**config.mk**
```make
export PLATFORM = sky130hd
export DESIGN_NAME = sr_debounce_ctrl
export DESIGN_NICKNAME = d
export VERILOG_FILES = /design/src/rtl/sr_debounce_ctrl.sv
export SDC_FILE = /design/constraint.sdc
export NUM_CORES = 1
export LEC_CHECK = 0
export CAP_MARGIN = 20
export CORE_MARGIN = 4
export CORE_UTILIZATION = 50
export CTS_CLUSTER_SIZE = 25
export DETAILED_ROUTE_END_ITERATION = 8
export PLACE_DENSITY = 0.72
export SYNTH_ARGS = -nofsm -noshare
export SYNTH_HDL_FRONTEND = slang
export SYNTH_SLANG_ARGS = --single-unit
```
**constraint.sdc**
```tcl
create_clock -name clk -period 1.4 [get_ports clk]
set_clock_uncertainty 0.15 [all_clocks]
set_input_delay 0.14 -clock clk [delete_from_list [all_inputs] [get_ports clk]]
set_output_delay 0.14 -clock clk [all_outputs]
set_load 0.02 [all_outputs]
```
**src/rtl/sr_debounce_ctrl.sv**
```systemverilog
// rtl/sr_debounce_ctrl.sv - debounced, mutually exclusive set/reset pulse driver for a NAND SR latch
module sr_debounce_ctrl #(
    parameter int DEBOUNCE_CYCLES = 4,
    parameter int PULSE_LEN       = 2
) (
    input  logic clk,
    input  logic reset,
    input  logic set_btn,
    input  logic reset_btn,
    output logic set_n,
    output logic reset_n,
    output logic q_model,
    output logic conflict
);

    localparam int DW = $clog2(DEBOUNCE_CYCLES + 1);
    localparam int PW = $clog2(PULSE_LEN + 1);

    typedef enum logic [1:0] {
        IDLE,
        SET_PULSE,
        RST_PULSE
    } state_t;

    // Channel index 0 is set, 1 is reset.
    logic [1:0]    btn;
    logic [1:0]    sync1_q;
    logic [1:0]    sync2_q;
    logic [1:0]    deb_q;
    logic [1:0]    deb_dly_q;
    logic [1:0]    armed_q;
    logic [1:0]    req_q;
    logic [1:0]    fill_q;
    logic          fill_done;
    logic [DW-1:0] cnt_q [2];

    state_t        state_q, state_d;
    logic [PW-1:0] pcnt_q, pcnt_d;
    logic          set_n_q, set_n_d;
    logic          reset_n_q, reset_n_d;
    logic          q_model_q, q_model_d;
    logic          conflict_q, conflict_d;

    assign btn       = {reset_btn, set_btn};
    assign fill_done = (fill_q == 2'd2);

    // A channel arms only once its debounced level agrees with a filled synchronizer,
    // so a button held through reset is absorbed silently instead of producing a pulse.
    always_ff @(posedge clk or posedge reset) begin
        if (reset) begin
            sync1_q   <= '0;
            sync2_q   <= '0;
            deb_dly_q <= '0;
            armed_q   <= '0;
            req_q     <= '0;
            fill_q    <= '0;
        end else begin
            sync1_q   <= btn;
            sync2_q   <= sync1_q;
            deb_dly_q <= deb_q;
            armed_q   <= armed_q | ({2{fill_done}} & ~(sync2_q ^ deb_q));
            req_q     <= armed_q & deb_q & ~deb_dly_q;
            if (!fill_done) begin
                fill_q <= fill_q + 2'd1;
            end
        end
    end

    always_ff @(posedge clk or posedge reset) begin
        if (reset) begin
            deb_q <= '0;
            for (int c = 0; c < 2; c++) begin
                cnt_q[c] <= '0;
            end
        end else begin
            for (int c = 0; c < 2; c++) begin
                if (sync2_q[c] == deb_q[c]) begin
                    cnt_q[c] <= '0;
                end else if (cnt_q[c] == DW'(DEBOUNCE_CYCLES - 1)) begin
                    deb_q[c] <= sync2_q[c];
                    cnt_q[c] <= '0;
                end else begin
                    cnt_q[c] <= cnt_q[c] + 1'b1;
                end
            end
        end
    end

    always_ff @(posedge clk or posedge reset) begin
        if (reset) begin
            state_q    <= IDLE;
            pcnt_q     <= '0;
            set_n_q    <= 1'b1;
            reset_n_q  <= 1'b1;
            q_model_q  <= 1'b0;
            conflict_q <= 1'b0;
        end else begin
            state_q    <= state_d;
            pcnt_q     <= pcnt_d;
            set_n_q    <= set_n_d;
            reset_n_q  <= reset_n_d;
            q_model_q  <= q_model_d;
            conflict_q <= conflict_d;
        end
    end

    always_comb begin
        state_d    = state_q;
        pcnt_d     = pcnt_q;
        set_n_d    = set_n_q;
        reset_n_d  = reset_n_q;
        q_model_d  = q_model_q;
        conflict_d = 1'b0;
        case (state_q)
            IDLE: begin
                if (req_q == 2'b11) begin
                    conflict_d = 1'b1;
                end else if (req_q[0]) begin
                    state_d   = SET_PULSE;
                    set_n_d   = 1'b0;
                    q_model_d = 1'b1;
                    pcnt_d    = PW'(1);
                end else if (req_q[1]) begin
                    state_d   = RST_PULSE;
                    reset_n_d = 1'b0;
                    q_model_d = 1'b0;
                    pcnt_d    = PW'(1);
                end
            end
            SET_PULSE, RST_PULSE: begin
                // Requests during a pulse are dropped, never queued.
                if (|req_q) begin
                    conflict_d = 1'b1;
                end
                if (pcnt_q == PW'(PULSE_LEN)) begin
                    state_d   = IDLE;
                    set_n_d   = 1'b1;
                    reset_n_d = 1'b1;
                end else begin
                    pcnt_d = pcnt_q + 1'b1;
                end
            end
            default: begin
                state_d   = IDLE;
                set_n_d   = 1'b1;
                reset_n_d = 1'b1;
            end
        endcase
    end

    assign set_n    = set_n_q;
    assign reset_n  = reset_n_q;
    assign q_model  = q_model_q;
    assign conflict = conflict_q;

endmodule

```
* Yosys cells after proc, flatten, opt, wreduce, memory -nomap -nowiden
Index checks and enable logic that the tools add are counted.
** Storage, ports and cells
- Register bits after elaboration :: 28
- Input port bits :: 4
- Output and inout bits :: 4
** Cells by class
- Muxes and demuxes :: 26
- Reductions and logical operators :: 12
- Add/subtract/negate cells :: 4
- Bitwise gates (word level) :: 10
- Equal/unequal tests :: 16
** Operators with widths (number)
- 2-to-1 mux 2 bit :: 8
- 2-to-1 mux 3 bit :: 4
- != test 2 bit (second input constant) :: 6
- 2-to-1 mux 1 bit :: 9
- AND reduction 3 bit :: 3
- equality test 2 bit (second input constant) :: 4
- one-hot mux 2 bit (2 select lines) :: 2
- AND reduction 4 bit :: 2
- adder 3 x 1 -> 3 bit (second input constant) :: 2
- AND 2 bit :: 3
- equality test 3 x 2 -> 1 bit (second input constant) :: 2
- one-hot mux 1 bit (2 select lines) :: 3
- adder 2 x 1 -> 2 bit (second input constant) :: 2
- inverter 2 bit :: 2
- AND reduction 2 bit :: 2
- nonzero test 2 bit :: 2
- OR reduction 2 bit :: 2
- != test 3 bit (second input constant) :: 1
- inverter 1 bit :: 3
- equality test 1 bit :: 2
- equality test 2 x 1 -> 1 bit (second input constant) :: 1
- zero test 2 bit :: 1
- bitwise OR 2 bit :: 1
- bitwise XOR 2 bit :: 1

* Longest topological paths before layout
- Depth in word-level cells :: 4
- Depth in mapped cells :: 5

* Worst setup path before layout
OpenSTA, ideal clock, no wires.
- Path type :: flip-flop to flip-flop
- Start :: register state_q[0]
- End :: register state_q[1]
- Path buffers :: 0
- Clock period less this slack :: 1.575 ns
- Setup slack :: -0.175 ns
- Cell stages (with the launch flop) :: 6
- Arrival time :: 1.307 ns
- Path through :: dfrtp_1 -> inv_1 -> ha_1 -> nor2b_4 -> a221o_1 -> a21o_1
** Between the ends
- Word-level cells in the longest chain between the ends :: 4
** RTL lines
- from (decl) :: RTL line 37 : state_t state_q, state_d;
- from (signal assigned) :: RTL line 98 : state_q <= state_d;
- equality test 2 x 1 -> 1 bit or equality test 2 bit (tied branches) :: RTL line 114 : case (state_q)
- OR reduction 2 bit :: RTL line 114
- != test 2 bit (no source line)
- AND reduction 3 bit (no source line)
Several ways; a longest one is shown, not always the timed one.
A chain may end at the register's enable or synchronous reset.

* Worst setup path after layout
- Start :: register state_q[1]
- End :: register state_q[1]
Same word-level chain as after synthesis.

==> results.json <==
{
  "status": "finished, violations left",
  "violations": "setup timing",
  "worstPathRequired_ns": 1.47,
  "synthFlopType": "dfrtp_1",
  "post-route-worst-setup-slack_ns": -0.157,
  "drt_iter0_drc": 12,
  "numCtsBuffers": 3,
  "setup_violations": 6,
  "crit_fanout": 6,
  "period_minus_slack_ns": 1.56,
  "syn_nets": 108,
  "placed_cells": 140,
  "multi_input_area_um2": 512,
  "synth_area_um2": 1200,
  "grt_max_degree": 29,
  "clock_latency_ns": 0.31,
  "drc_errors": 0,
  "dieArea_um2": 3250,
  "wire_per_inst_um": 12.3,
  "place.gp.congestion": 0.724,
  "place_hpwl_um": 1330,
  "antenna_found_initial": 0,
  "endpoint_kind": "register",
  "drive_above_1_share_pct": 33.1,
  "powerDensity_nw_per_um2": 2070,
  "placed_area_um2": 1400,
  "h-tree-depth": 1,
  "leakage_nw": 0.715,
  "avgSynthCellArea_um2": 12.6,
  "whs_ns": 0.0992,
  "ys_ff_latch": 28,
  "async_reset_ff_share_pct": 100,
  "pre_cts_slack_ns": -0.195,
  "crit_path_start_kind": "register",
  "max_slew_margin_pct": 78.5,
  "layout.area.seq_um2": 703,
  "synth_area_leaders": "dfrtp_1, ha_1, dfstp_2, inv_1, nand2_1",
  "synth_xor_area_share_pct": 2.19,
  "layout_commonest_cell": "dfrtp_1",
  "synthMuxAreaShare_pct": 3.55,
  "synth_top_area_cell": "dfrtp_1",
  "layout.cells.non_filler": 149,
  "rows": 17,
  "yosysUniqueCellTypes": 29,
  "start_util_pct": 53.2,
  "io_pins": 8,
  "fin_area_um2": 1520,
  "synth_top_family_by_area": "simple AND/OR/NAND/NOR gates",
  "cts-root-buf": "clkbuf_4",
  "synth-compound-area-share_pct": 10.7,
  "synth_cells": 95,
  "period_share_pct": 111,
  "synth_top_area_share_pct": 54.2,
  "synth_seq_area_share_pct": 58.6,
  "hold_viol": 0,
  "synth_warnings": 0,
  "grt-ovfl-total": 0,
  "vdd_ir_drop_max_mv": 1.45,
  "criticalPathCategory": "register to register",
  "rsz0062_at_grt": "true",
  "final_cell_mix": "dfrtp_1, buf_4, inv_1",
  "wl_um": 1830,
  "grt_usage_pct": 12.8,
  "clkSlewWorstSetupHoldPaths_ns": 0.13,
  "tightest_slew_ns": 0.320,
  "die_w_um": 57.0,
  "hp-class": "input pin to register",
  "via_count": 762,
  "grt_pass1_wl_um": 3230,
  "max_cap_viol_count": 0,
  "slew_viol_final": 0,
  "grt_pass1_vias": 788,
  "synth-edff-count": 0,
  "cts_max_path_buffers": 2,
  "firstDrtPassIters": 4,
  "insertedDiodeCount": 0,
  "yosys.area_share.simple_pct": 12.1,
  "place.port_buffers": 7,
  "fin_nets": 135,
  "synthAdderAreaFrac_pct": 9.38,
  "clock-sinks": 28,
  "viasPerCell": 5.11,
  "fmax_mhz": 642,
  "coreArea_um2": 2250,
  "area_growth_pct": 26.4,
  "die_h_um": 57.0,
  "drtAntennaViolNets": 0,
  "cp_data_arrival_time_ns": 1.63,
  "n_fill_cell": 169,
  "tritoncts": "yes"
}
-- synth_stat cells, drive strengths merged (2+ instances only) --
| master | count |
|---|---|
| a2111oi | 2 |
| a21o | 3 |
| a21oi | 2 |
| dfrtp | 26 |
| dfstp | 2 |
| ha | 9 |
| inv | 11 |
| mux2 | 2 |
| mux2i | 2 |
| nand2 | 8 |
| nand2b | 2 |
| nor2 | 3 |
| nor2b | 3 |
| nor3b | 4 |
| o21ai | 3 |
| xnor2 | 3 |
-- critical path: stages, from the launching register on --
cell	delay, ns
dfrtp_1	0.42
inv_2	0.09
ha_4	0.21
nor2b_4	0.14
a221o_1	0.29
a21o_1	0.16
-- metrics by stage --
| stage | TNS (ns) | util [%] | power (W) |
|---|---|---|---|
| 4_1_cts | -0.771 | 65.5 | 0.00305 |
| 5_1_grt | -1.30 | 67.3 | 0.00339 |
| 3_5_place_dp | -1.04 | 62.0 | 0.00259 |
| 2_1_floorplan | -0.503 | - | 0.00211 |
| 6_report | -0.768 | 67.3 | 0.00313 |
| 3_3_place_gp | -0.777 | 62.0 | 0.00252 |
-- flip-flops by register name (all words and copies together), names as in the netlist --
register	flops
pcnt_q	2
deb_dly_q	2
set_n	1
reset_n	1
conflict	1
fill_q	2
q_model	1
sync2_q	2
req_q	2
deb_q	2
sync1_q	2
armed_q	2
cnt_q	6
state_q	2
-- layout make-up --
class / instances / share of cell area (%)
multi-input cells: 56 / 33.7
repair buffers: 22 / 12.5
inverters: 11 / 2.72
clock buffers: 4 / 2.39
well taps: 28 / 2.31
flip-flops and latches: 28 / 46.4
-- worst paths after layout --
path | from | endpoint | slack (ns) | cells past startpoint
setup reg to reg | state_q[1] | state_q[1] | -0.16 | 5
max in group asynchronous | reset | reset_n | 0.33 | 4
hold reg to reg | sync1_q[1] | sync2_q[1] | 0.22 | 0
setup / recovery | state_q[1] | state_q[1] | -0.16 | 5
min in group asynchronous | reset | sync2_q[0] | 0.55 | 4
hold / removal | reset_btn | sync1_q[1] | 0.1 | 1
-- kinds of logic after synthesis --
kind of cell,Yosys count
buffers and inverters,11
adders and majority gates,9
xor gates and xnor gates,3
muxes,4
DFF,28
and+or+nand+nor,24
AOI/OAI and AO/OA,16
-- per-layer routing --
metal	wire (um)	GRT usage, %	vias to the layer above	part of all wire [%]
li1	-	-	375	-
met1	827	14.0	375	45
met2	922	23.0	8	50
met3	45	2.94	4	2.5
met4	31	6.62	0	1.7
met5	0	0	-	0
-- repair_timing --
item                                    CTS  global route
pin swaps                                 8             3
hold endpoints to repair                 26             0
setup buffers                             1             3
endpoints found under the setup margin   12             9
hold buffers                              1             0
gates resized for setup                  20             4
-- power breakdown --
part / total (W) / internal [W] / leakage, nW / switching (W)
Sequential: 0.00120 / 0.00106 / 0.337 / 0.000142
Clock: 0.000370 / 0.000159 / 0.0210 / 0.000211
Combinational: 0.00156 / 0.000836 / 0.357 / 0.000727
Total: 0.00313 / 0.00206 / 0.715 / 0.00108
(Power assumes the default switching activity.)
